===== src/rtl/imm_gen_pipe.sv =====
// imm_gen_pipe: registered RV32I immediate generator with valid/ready on
// both sides. Decodes the immediate format from the opcode, sign-extends to
// XLEN, flags illegal words and keeps a saturating count of the illegal
// words that are delivered downstream. SKID=1 adds a second buffer entry so
// that in_ready can come from a register and throughput stays at one per cycle.
module imm_gen_pipe #(
  parameter int XLEN  = 32,
  parameter int SKID  = 1,
  parameter int CNT_W = 16
) (
  input  logic             clk,
  input  logic             rst,
  input  logic             in_valid,
  output logic             in_ready,
  input  logic [31:0]      in_instr,
  output logic             out_valid,
  input  logic             out_ready,
  output logic [XLEN-1:0]  out_imm,
  output logic [2:0]       out_fmt,
  output logic             out_illegal,
  output logic [CNT_W-1:0] illegal_cnt
);

  localparam logic [2:0] FMT_I    = 3'd0;
  localparam logic [2:0] FMT_S    = 3'd1;
  localparam logic [2:0] FMT_B    = 3'd2;
  localparam logic [2:0] FMT_U    = 3'd3;
  localparam logic [2:0] FMT_J    = 3'd4;
  localparam logic [2:0] FMT_Z    = 3'd5;
  localparam logic [2:0] FMT_NONE = 3'd6;
  localparam logic [2:0] FMT_ILL  = 3'd7;

  localparam logic [6:0] OP_LOAD   = 7'd3;
  localparam logic [6:0] OP_FENCE  = 7'd15;
  localparam logic [6:0] OP_IMM    = 7'd19;
  localparam logic [6:0] OP_AUIPC  = 7'd23;
  localparam logic [6:0] OP_STORE  = 7'd35;
  localparam logic [6:0] OP_REG    = 7'd51;
  localparam logic [6:0] OP_LUI    = 7'd55;
  localparam logic [6:0] OP_BRANCH = 7'd99;
  localparam logic [6:0] OP_JALR   = 7'd103;
  localparam logic [6:0] OP_JAL    = 7'd111;
  localparam logic [6:0] OP_SYSTEM = 7'd115;

  // Decoded view of the incoming word
  logic [31:0]      w_imm32;
  logic [2:0]       w_fmt;
  logic [XLEN-1:0]  w_imm;
  logic             w_illegal;
  logic [2:0]       w_funct3;

  // Output register, skid entry and counter
  logic             r_out_valid;
  logic [XLEN-1:0]  r_out_imm;
  logic [2:0]       r_out_fmt;
  logic             r_out_illegal;
  logic             r_skid_valid;
  logic [XLEN-1:0]  r_skid_imm;
  logic [2:0]       r_skid_fmt;
  logic             r_skid_illegal;
  logic [CNT_W-1:0] r_illegal_cnt;

  logic             w_in_fire;
  logic             w_out_fire;
  logic             w_out_stalled;
  logic             w_skid_load;

  assign w_funct3 = in_instr[14:12];

  // Opcode decode: choose the format and assemble the 32-bit immediate
  always_comb begin
    // NOTE: every output of this block gets a default first, so no path through the case can leave a latch behind.
    w_fmt   = FMT_ILL;
    w_imm32 = '0;
    if (in_instr[1:0] == 2'b11) begin
      case (in_instr[6:0])
        OP_LOAD, OP_IMM, OP_JALR, OP_FENCE: begin
          w_fmt   = FMT_I;
          w_imm32 = {{20{in_instr[31]}}, in_instr[31:20]};
        end
        OP_STORE: begin
          w_fmt   = FMT_S;
          w_imm32 = {{20{in_instr[31]}}, in_instr[31:25], in_instr[11:7]};
        end
        OP_BRANCH: begin
          w_fmt   = FMT_B;
          w_imm32 = {{19{in_instr[31]}}, in_instr[31], in_instr[7],
                     in_instr[30:25], in_instr[11:8], 1'b0};
        end
        OP_LUI, OP_AUIPC: begin
          w_fmt   = FMT_U;
          w_imm32 = {in_instr[31:12], 12'b0};
        end
        OP_JAL: begin
          w_fmt   = FMT_J;
          w_imm32 = {{11{in_instr[31]}}, in_instr[31], in_instr[19:12],
                     in_instr[20], in_instr[30:21], 1'b0};
        end
        OP_SYSTEM: begin
          if (w_funct3 == 3'b100) begin
            w_fmt = FMT_ILL;
          end else if (w_funct3[2]) begin
            w_fmt   = FMT_Z;
            w_imm32 = {27'b0, in_instr[19:15]};
          end else begin
            w_fmt   = FMT_I;
            w_imm32 = {{20{in_instr[31]}}, in_instr[31:20]};
          end
        end
        OP_REG: begin
          w_fmt = FMT_NONE;
        end
        default: begin
          w_fmt = FMT_ILL;
        end
      endcase
    end
  end

  // A signed size cast replicates bit 31 up to XLEN-1 (Z-type has bit 31 clear).
  assign w_imm     = XLEN'($signed(w_imm32));
  assign w_illegal = (w_fmt == FMT_ILL);

  // Handshake. With SKID=1 in_ready is the registered skid flag; rst gates it
  // so nothing is offered while reset is held and it rises as soon as rst drops.
  assign in_ready      = !rst && ((SKID != 0) ? !r_skid_valid : (!r_out_valid || out_ready));
  assign w_in_fire     = in_valid && in_ready;
  assign w_out_fire    = r_out_valid && out_ready;
  assign w_out_stalled = r_out_valid && !out_ready;
  assign w_skid_load   = (SKID != 0) && w_in_fire && w_out_stalled;

  // Output register: load when free or draining, hand over the skid entry, hold while stalled
  always_ff @(posedge clk) begin
    // NOTE: state registers use non-blocking assignments so every register in the block sees pre-edge values.
    if (rst) begin
      r_out_valid   <= 1'b0;
      r_out_imm     <= '0;
      r_out_fmt     <= FMT_NONE;
      r_out_illegal <= 1'b0;
      r_skid_valid  <= 1'b0;
    end else if (r_skid_valid) begin
      if (out_ready) begin
        r_out_imm     <= r_skid_imm;
        r_out_fmt     <= r_skid_fmt;
        r_out_illegal <= r_skid_illegal;
        r_skid_valid  <= 1'b0;
      end
    end else if (w_skid_load) begin
      r_skid_valid <= 1'b1;
    end else if (w_in_fire && !w_out_stalled) begin
      r_out_valid   <= 1'b1;
      r_out_imm     <= w_imm;
      r_out_fmt     <= w_fmt;
      r_out_illegal <= w_illegal;
    end else if (w_out_fire) begin
      r_out_valid <= 1'b0;
    end
  end

  // Skid payload capture
  always_ff @(posedge clk) begin
    // NOTE: the skid payload has no reset; it is only ever read while r_skid_valid, which is reset.
    if (w_skid_load) begin
      r_skid_imm     <= w_imm;
      r_skid_fmt     <= w_fmt;
      r_skid_illegal <= w_illegal;
    end
  end

  // Saturating count of illegal words that leave the block
  always_ff @(posedge clk) begin
    if (rst) begin
      r_illegal_cnt <= '0;
    end else if (w_out_fire && r_out_illegal && (r_illegal_cnt != {CNT_W{1'b1}})) begin
      r_illegal_cnt <= r_illegal_cnt + CNT_W'(1);
    end
  end

  assign out_valid   = r_out_valid;
  assign out_imm     = r_out_imm;
  assign out_fmt     = r_out_fmt;
  assign out_illegal = r_out_illegal;
  assign illegal_cnt = r_illegal_cnt;

endmodule


===== config.mk =====
export PLATFORM = sky130hd
export DESIGN_NAME = imm_gen_pipe
export DESIGN_NICKNAME = d
export VERILOG_FILES = /design/src/rtl/imm_gen_pipe.sv
export SDC_FILE = /design/constraint.sdc
export NUM_CORES = 1
export LEC_CHECK = 0
export BUFFER_PORTS_ARGS = -buffer_cell sky130_fd_sc_hd__clkbuf_2
export CAP_MARGIN = 40
export CORE_MARGIN = 1
export CORE_UTILIZATION = 55
export CTS_BUF_LIST = sky130_fd_sc_hd__clkbuf_4 sky130_fd_sc_hd__clkbuf_8 sky130_fd_sc_hd__clkbuf_16
export CTS_CLUSTER_SIZE = 10
export DETAILED_ROUTE_END_ITERATION = 10
export GPL_TIMING_DRIVEN = 0
export PLACE_DENSITY = 0.8
export SKIP_LAST_GASP = 1
export SLEW_MARGIN = 20
export SYNTH_ARGS = -nofsm -noshare
export SYNTH_HDL_FRONTEND = slang
export SYNTH_SLANG_ARGS = --single-unit

===== constraint.sdc =====
create_clock -name clk -period 3.3 [get_ports clk]
set_clock_uncertainty 0.2 [all_clocks]
set_input_delay 0.99 -clock clk [delete_from_list [all_inputs] [get_ports clk]]
set_output_delay 0.99 -clock clk [all_outputs]
set_load 0.02 [all_outputs]

# Word level (Yosys, flattened, before mapping)
# Cells that the tools add are included.
# word_totals
reg_bits,90
inputBits,36
out_inout_bits,54
word_cells,72
# op_classes
bitwise_logic,2
addsub,1
n_mux,25
n_reduce_logical,18
n_eq_ne,17
# ops
operator,n
32-bit two-way mux,7
32-bit one-hot mux with 6 select lines,1
7-bit equality test (second input constant),4
7-bit by 6-bit equality test with 1-bit output (second input constant),3
3-bit two-way mux,7
3-bit one-hot mux with 7 select lines,1
16-bit by 1-bit adder with 16-bit output (second input constant),1
16-bit != test (second input constant),1
7-bit by 5-bit equality test with 1-bit output (second input constant),2
1-bit two-way mux,9
1-bit logical AND,8
7-bit by 2-bit equality test with 1-bit output (second input constant),1
7-bit by 4-bit equality test with 1-bit output (second input constant),1
3-bit equality test (second input constant),2
3-bit AND reduction,2
1-bit zero test,4
2-bit != test (second input constant),2
2-bit nonzero test,2
4-bit OR reduction,1
2-bit equality test (second input constant),1
1-bit inverter,2
2-bit OR reduction,1

# Logic depth before layout (Yosys ltp)
# Gate-level depths: netlist (run 1).
# depth
word_depth,8
mapped_depth,7

# Worst setup path after synthesis (run 1)
# OpenSTA, ideal clock, no wires.
# synth_path
path_type,input-to-reg
start,in rst
end,reg r_skid_fmt[0] (enable)
required_ns,2.704
setup_slack_ns,0.383
stages,2
arrival_ns,2.321
path_buffers,0
cell_sequence,nor2_1 > and4_1
# synth_between
elab_chain_len,4
# synth_rtl
item,line_no,rtl
from (decl),12,"input logic rst,"
1-bit zero test,126,assign in_ready = !rst && ((SKID != 0) ? !r_skid_valid : (!r_out_valid || out_ready));
1-bit logical AND,126,
1-bit logical AND,127,assign w_in_fire = in_valid && in_ready;
1-bit logical AND,130,assign w_skid_load = (SKID != 0) && w_in_fire && w_out_stalled;
via w_skid_load,66,logic w_skid_load;
to (signal assigned),165,r_skid_fmt <= w_fmt;
to (decl),59,logic [2:0] r_skid_fmt;
# The timed path passes the listed nets, and every way through them passes these cells.
# A chain may end at the register's enable or synchronous reset.

# Final worst setup path (run 1)
# layout_path
start,reg r_skid_valid
end,out in_ready
# layout_between
elab_chain_len,2
# layout_rtl
item,line_no,rtl
from (decl),57,logic r_skid_valid;
from (signal assigned),140,r_skid_valid <= 1'b0;
from (signal assigned),146,r_skid_valid <= 1'b0;
from (signal assigned),149,r_skid_valid <= 1'b1;
1-bit zero test,126,
1-bit logical AND,126,
to (decl),14,"output logic in_ready,"
# No other way between the ends.

==> summary.md, run 1 <==
| Metric | Value |
|---|---|
| R2R depth | 5 |
| Total gr overflow | 0 |
| Max IR drop VDD | ~230 µV |
| Hold_sp | illegal_cnt[1]$_SDFFE_PP0P_ |
| EDFF count, synth | 36 |
| Cell type with the largest total area after synthesis | dfxtp_1 |
| FP Rows | 32 |
| Max frequency | 333 MHz |
| Post-route core utilization | 67.2% |
| Nets | 596 |
| Postcts setup bufs | 0 |
| CTS tree | yes |
| Worst Hold Class | reg -> reg |
| Clk root buf | clkbuf_8 |
| Reg-to-reg setup timing slack | 0.97 ns |
| Fin. Hold Viols | 0 |
| Largest cells by area after synthesis | dfxtp_1, edfxtp_1, nand3b_1 |
| Worst path arrival time | 1.81 ns |
| Reg clk slew, reported paths | 0.08 ns |
| Mapped Nets | 496 |
| Share of cells above drive strength 1 | roughly a quarter |
| Die ar. | 0.00839 mm² |
| Origin of the critical flop-to-flop path | r_skid_valid$_SDFF_PP0_ |
| Post-synthesis instance area | 0.00441 mm² |
| Synth cell types | 62 |
| Hold Path Depth | 2 |
| Yosys warns | 0 |
| Ports | 90 |
| Endpoint type of the worst setup path | output pin |
| Gr usage total | 27.3% |
| Dpl ws | 0.312 ns |
| Number of global-route vias before repair | ~3700 |
| Max Slew Vio Count | 0 |
| GPL Wtd Cong | 0.858 |
| H-tree depth | 3 |
| Largest net degree at the start of global routing | 28 |
| Post-cts resize count | 0 |
| Setup TNS | 0 ns |
| Maximum capacitance violations | 0 |
| Diode count | 0 |
| Via count | 3946 |
| Initial antenna violation count | 0 |
| Drt initial violations | 248 |
| PnR Total Power | roughly 2.3 mW |
| Number of remaining DRC errors | 0 |
| Input/output buffers | 88 |
| Die Y | 91.6 µm |
| TritonCTS Buffers | 9 |
| Initial Util | 57.1% |
| Layout area overhead | 17.7% |
| CP startpoint kind | register |
| Worst slew pin tran | 0.580 ns |
| Synthesized netlist cell count | 459 |
| DRT Wirelength | between 10000 and 15000 µm |
| Worst-case clock buffer depth | 2 |
| Asr flop ratio synth | 0% |
| Crit share post-route | 91.0% |
| Vias per cell | just under 6 |
| Pre-antenna DRT Iters | 5 |
| Worst-path fanout max | 10 |
| Hold_ws | 0.325 ns |
| Final setup fails | 0 |
| Mean area per synthesized cell | 9.62 µm² |
| Worst Hold End | illegal_cnt[1]$_SDFFE_PP0P_ |
| Power density over the cells | between 400 and 500 mW/mm² |
| Drt wl/cell | 17.0 µm |
| Setup repair after global routing missed its margin | no |
| Clock Latency Late Sink | 0.36 ns |
| Outcome | completed |
| Post-route ant nets | 0 |
| Synth top area share | about a quarter |
| Core region area | 0.00773 mm² |
| #FFs+latches synth | 90 |
| Seq/Total Area, Yosys | 49.0% |
| Final min period | 3.00 ns |
| Ys flop type | dfxtp_1 |
| Synth cell count leaders | dfxtp_1, nand2_1, edfxtp_1 |
| Reg2reg end | r_skid_imm[14]$_DFFE_PP_ |
| Final WS setup | about 0.3 ns |
| Setup CP Type | reg -> out |
| Die Width | between 90 and 100 µm |
| Dpl hpwl | about 8000 µm |
| Leak Pwr | 1.98 nW |
| CP required | 2.11 ns |
| Most common cell in the netlist | dfxtp_1 |
| # hold bufs at CTS | 0 |
| Clock Sinks | 90 |
| Global-route wire length before repair | 17800 µm |
| # fillers | 606 |
| Headroom to the max-slew limit | 61.0% |
[layout by cell type (no fill, tap or decap), types with 16 or more instances in the layout]
cell type / count
a21oi_2: 16
nand2b_1: 16
clkbuf_1: 16
nand3b_1: 27
dfxtp_1: 54
o21ai_0: 16
clkbuf_2: 88
nor2_1: 35
a21oi_1: 19
o211ai_1: 20
edfxtp_1: 36
nand2_1: 43
[final cells by class]
cell class              count  area [µm²]  area share [%]
flip-flops and latches     90        2160            41.6
multi-input cells         328        2080            40.0
inverters                  10        37.5           0.722
well taps                 102         128            2.46
repair buffers             89         460            8.86
clock inverters             5        53.8            1.04
plain buffers              31         139            2.67
clock buffers              11         139            2.67
[routing by layer]
layer | vias up | routed length [µm] | GRT usage [%]
met5 | - | 0 | 0
met4 | 0 | 210 | 10.3
met3 | 25 | 650 | 5.61
met2 | 163 | 5450 | 45.5
met1 | 1872 | 4980 | 34.7
li1 | 1886 | - | -
[power breakdown]
group | leakage (nW) | internal [mW] | switching (mW)
sequential | 0.730 | 1.19 | 0.0245
clock | 0.0959 | 0.365 | 0.387
combinational | 1.16 | 0.107 | 0.204
total | 1.98 | 1.67 | 0.615
[stage by stage]
stage,instance area (µm²),std cells
4_1_cts,5200,666
5_1_grt,5200,666
6_report,5200,666
3_3_place_gp,4980,649
2_1_floorplan,4410,459
3_5_place_dp,5000,650
[worst max-delay path by stage]
stage               slack (ns)                       end               startpoint  cells past startpoint
floorplan                 0.38   r_skid_fmt[0]$_DFFE_PP_                      rst                      2
global placement         -0.01  r_skid_imm[17]$_DFFE_PP_                out_ready                      4
detailed placement        0.31   r_skid_imm[5]$_DFFE_PP_              in_instr[6]                      7
CTS                       0.31                  in_ready  r_skid_valid$_SDFF_PP0_                      4
global route              0.21                  in_ready  r_skid_valid$_SDFF_PP0_                      4
finish                    0.30                  in_ready  r_skid_valid$_SDFF_PP0_                      4
[flip-flops by register name, summed over array words and instances, names as in the netlist]
signal          flops
r_skid_imm         32
r_skid_valid        1
r_skid_illegal      1
out_fmt             3
out_imm            32
illegal_cnt        16
out_valid           1
r_skid_fmt          3
out_illegal         1
[critical path, cell delays in order (launching register included)]
cell and delay (ns):
dfxtp_1 0.36, clkbuf_1 0.35, clkbuf_1 0.42, nor2_1 0.15, clkbuf_2 0.18
[cells by family after synthesis]
| kind of cell | share of synthesized area [%] |
|---|---|
| compound gates | 19.2 |
| flops | 49.0 |
| mux | 0.227 |
| simple gates | 24.3 |
| buf+inv | 4.00 |
| xor+xnor | 2.98 |
| fa+ha+maj | 0.283 |
Note: power is estimated with default switching activity, not from simulation.
==> inputs of run 2 (changes only) <==
--- a/config.mk
+++ b/config.mk
@@ -14,6 +14,7 @@
 export DETAILED_ROUTE_END_ITERATION = 10
 export GPL_TIMING_DRIVEN = 0
 export PLACE_DENSITY = 0.8
+export SETUP_SLACK_MARGIN = 0.5
 export SKIP_LAST_GASP = 1
 export SLEW_MARGIN = 20
 export SYNTH_ARGS = -nofsm -noshare
==> constraint.sdc (replaced) <==
create_clock -name clk -period 3.21 [get_ports clk]
set_clock_uncertainty 0.2 [all_clocks]
set_input_delay 0.963 -clock clk [delete_from_list [all_inputs] [get_ports clk]]
set_output_delay 0.963 -clock clk [all_outputs]
set_load 0.02 [all_outputs]
==> run 2 against run 1 <==
- worst hold slack got worse by 0.020 ns
- global-route usage decreased by 0.52 points
- sequential power about the same
- via count decreased by 0.58%
- count of clock-buffer cells in the layout decreased by 2
- sequential share of layout area decreased by 0.20 points
- cell area increased by 0.48%
- register-to-register slack about the same
- critical path type unchanged
==> summary.md, run 2 (same netlist as run 1, synthesis figures left out) <==
| Metric | Value |
|---|---|
| Outcome | completed |
| Worst setup path endpoint | in_ready |
| Worst Hold Class | reg -> reg |
| DRT Wirelength | 10900 µm (-3.8%) |
| Worst-path fanout max | 10 (unchanged) |
| Fin. Hold Viols | 0 (unchanged) |
| Input/output buffers | 88 (unchanged) |
| Global-route wire length before repair | 17800 µm (-0.27%) |
| TritonCTS Buffers | 9 (unchanged) |
| Die Y | 91.6 µm (unchanged) |
| Initial Util | 57.1% (unchanged) |
| Leak Pwr | 2.00 nW (+0.98%) |
| Largest net degree at the start of global routing | 22 (-21%) |
| Final cell count without fillers | 666 (unchanged) |
| Dpl hpwl | 7960 µm (-2.0%) |
| GPL Wtd Cong | 0.869 (+1.3%) |
| Gr usage total | 26.8% (-0.52 points) |
| H-tree depth | 3 (unchanged) |
| Drt wl/cell | 16.3 µm (-3.8%) |
| DP Cell Count | 650 (unchanged) |
| Core region area | 0.00773 mm² (unchanged) |
| Share of cells above drive strength 1 | 26.4% (+0.89 points) |
| Leading cell type in the layout, fill and taps excluded | clkbuf_2 |
| Nets | 596 (unchanged) |
| Die ar. | 0.00839 mm² (unchanged) |
| Layout area overhead | 18.3% |
| Headroom to the max-slew limit | 57.7% (-3.4 points) |
| Reg-to-reg setup timing slack | 0.98 ns (about the same) |
| Setup CP Type | reg -> out |
| Clock Sinks | 90 (unchanged) |
| Final setup fails | 0 (unchanged) |
| Reg2reg end | r_skid_imm[10]$_DFFE_PP_ |
| Critical Path Source | r_skid_valid$_SDFF_PP0_ |
| Reg clk slew, reported paths | 0.08 ns (about the same) |
| # fillers | 628 (+3.6%) |
| Crit share post-route | 82.2% |
| Final min period | 2.64 ns |
| Clk root buf | clkbuf_8 |
| Drt initial violations | 217 (-13%) |
| R2R depth | 5 (unchanged) |
| Via count | 3923 (-0.58%) |
| Max frequency | 379 MHz |
| CP startpoint kind | register |
| CTS tree | yes |
| Power density over the cells | 451 mW/mm² (+2.7%) |
| Setup TNS | 0 ns (unchanged) |
| # hold bufs at CTS | 0 (unchanged) |
| Die Width | 91.6 µm (unchanged) |
| Clock Latency Late Sink | 0.36 ns (about the same) |
| Vias per cell | 5.89 (-0.58%) |
| PnR Total Power | 2.35 mW (+3.2%) |
| Pre-antenna DRT Iters | 5 (unchanged) |
| Hold_ws | 0.306 ns (-0.0196 ns) |
| Number of global-route vias before repair | 3691 (+1.1%) |
| Max IR drop VDD | 226 µV (-0.92%) |
| Total gr overflow | 0 (unchanged) |
| Worst slew pin tran | 0.629 ns (+0.0486 ns) |
| Commonest cells after routing, fill and taps aside | clkbuf_2, dfxtp_1, nand2_1 |
| CP required | 2.05 ns (-0.06 ns) |
| Worst-case clock buffer depth | 2 (unchanged) |
| Number of remaining DRC errors | 0 (unchanged) |
| Setup repair after global routing missed its margin | yes |
| Maximum capacitance violations | 0 (unchanged) |
| Final WS setup | 0.572 ns (+0.276 ns) |
| Diode count | 0 (unchanged) |
| Origin of the critical flop-to-flop path | r_skid_valid$_SDFF_PP0_ |
| Postcts setup bufs | 0 (unchanged) |
| Initial antenna violation count | 0 (unchanged) |
| Endpoint type of the worst setup path | output pin |
| Worst path arrival time | 1.47 ns (-0.34 ns) |
| Max Slew Vio Count | 0 (unchanged) |
| Dpl ws | 0.250 ns (-0.0618 ns) |
| Ports | 90 (unchanged) |
| Post-route ant nets | 0 (unchanged) |
| FP Rows | 32 (unchanged) |
==> run 2: cell count changes in the layout (fill, tap and decap cells not counted), sizes merged <==
| cell | change |
|---|---|
| clkbuf | -2 |
| clkinv | +2 |
| clkinvlp | -1 |
| inv | +1 |
==> run 2: worst min-delay path by stage <==
stage	end	slack [ns]	cells past startpoint	from
after floorplan	out_illegal$_SDFFE_PP0P_	0.35	2	out_illegal$_SDFFE_PP0P_
after global placement	out_illegal$_SDFFE_PP0P_	0.30	2	out_illegal$_SDFFE_PP0P_
after detailed placement	out_illegal$_SDFFE_PP0P_	0.30	2	out_illegal$_SDFFE_PP0P_
after CTS	out_illegal$_SDFFE_PP0P_	0.31	2	out_illegal$_SDFFE_PP0P_
after global routing	out_illegal$_SDFFE_PP0P_	0.34	2	out_illegal$_SDFFE_PP0P_
final	out_illegal$_SDFFE_PP0P_	0.31	2	out_illegal$_SDFFE_PP0P_
==> run 2: timing repair <==
action | CTS | global route
gates resized for setup | 2 | 2
pin swaps | 0 | 0
setup endpoints to repair | 1 | 5
==> run 2: critical path: stages, from the launching register on <==
cell,delay (ns)
dfxtp_1,0.33
clkbuf_2,0.19
clkbuf_2,0.24
nor2_2,0.18
clkbuf_2,0.19
==> run 2: final cells by class <==
type	count	area, µm²	share of cell area, %
Clock inverter	7	75.1	1.44
Sequential cell	90	2160	41.4
Clock buffer	9	124	2.37
Inverter	10	37.5	0.719
Multi-Input combinational cell	328	2090	39.9
Tap cell	102	128	2.44
Timing Repair Buffer	89	468	8.96
Buffer	31	141	2.71
==> run 2: metrics by stage <==
| stage | instance area [µm²] | util, % |
|---|---|---|
| 2_1_floorplan | 4420 | - |
| 3_5_place_dp | 5010 | 64.8 |
| 6_report | 5220 | 67.6 |
| 5_1_grt | 5220 | 67.6 |
| 3_3_place_gp | 4980 | 64.5 |
| 4_1_cts | 5210 | 67.5 |
==> run 2: routing by layer <==
layer,GRT usage (%),vias up,wire [µm]
met5,0,-,0
li1,-,1893,-
met3,3.69,18,592
met1,36.0,1854,4890
met4,10.8,0,162
met2,43.4,158,5230
==> run 2: report_power, final <==
part | total [mW] | leakage [nW] | internal (mW) | switching (mW)
registers | 1.25 | 0.730 | 1.23 | 0.0242
logic | 0.320 | 1.17 | 0.112 | 0.209
clock network | 0.783 | 0.104 | 0.366 | 0.418
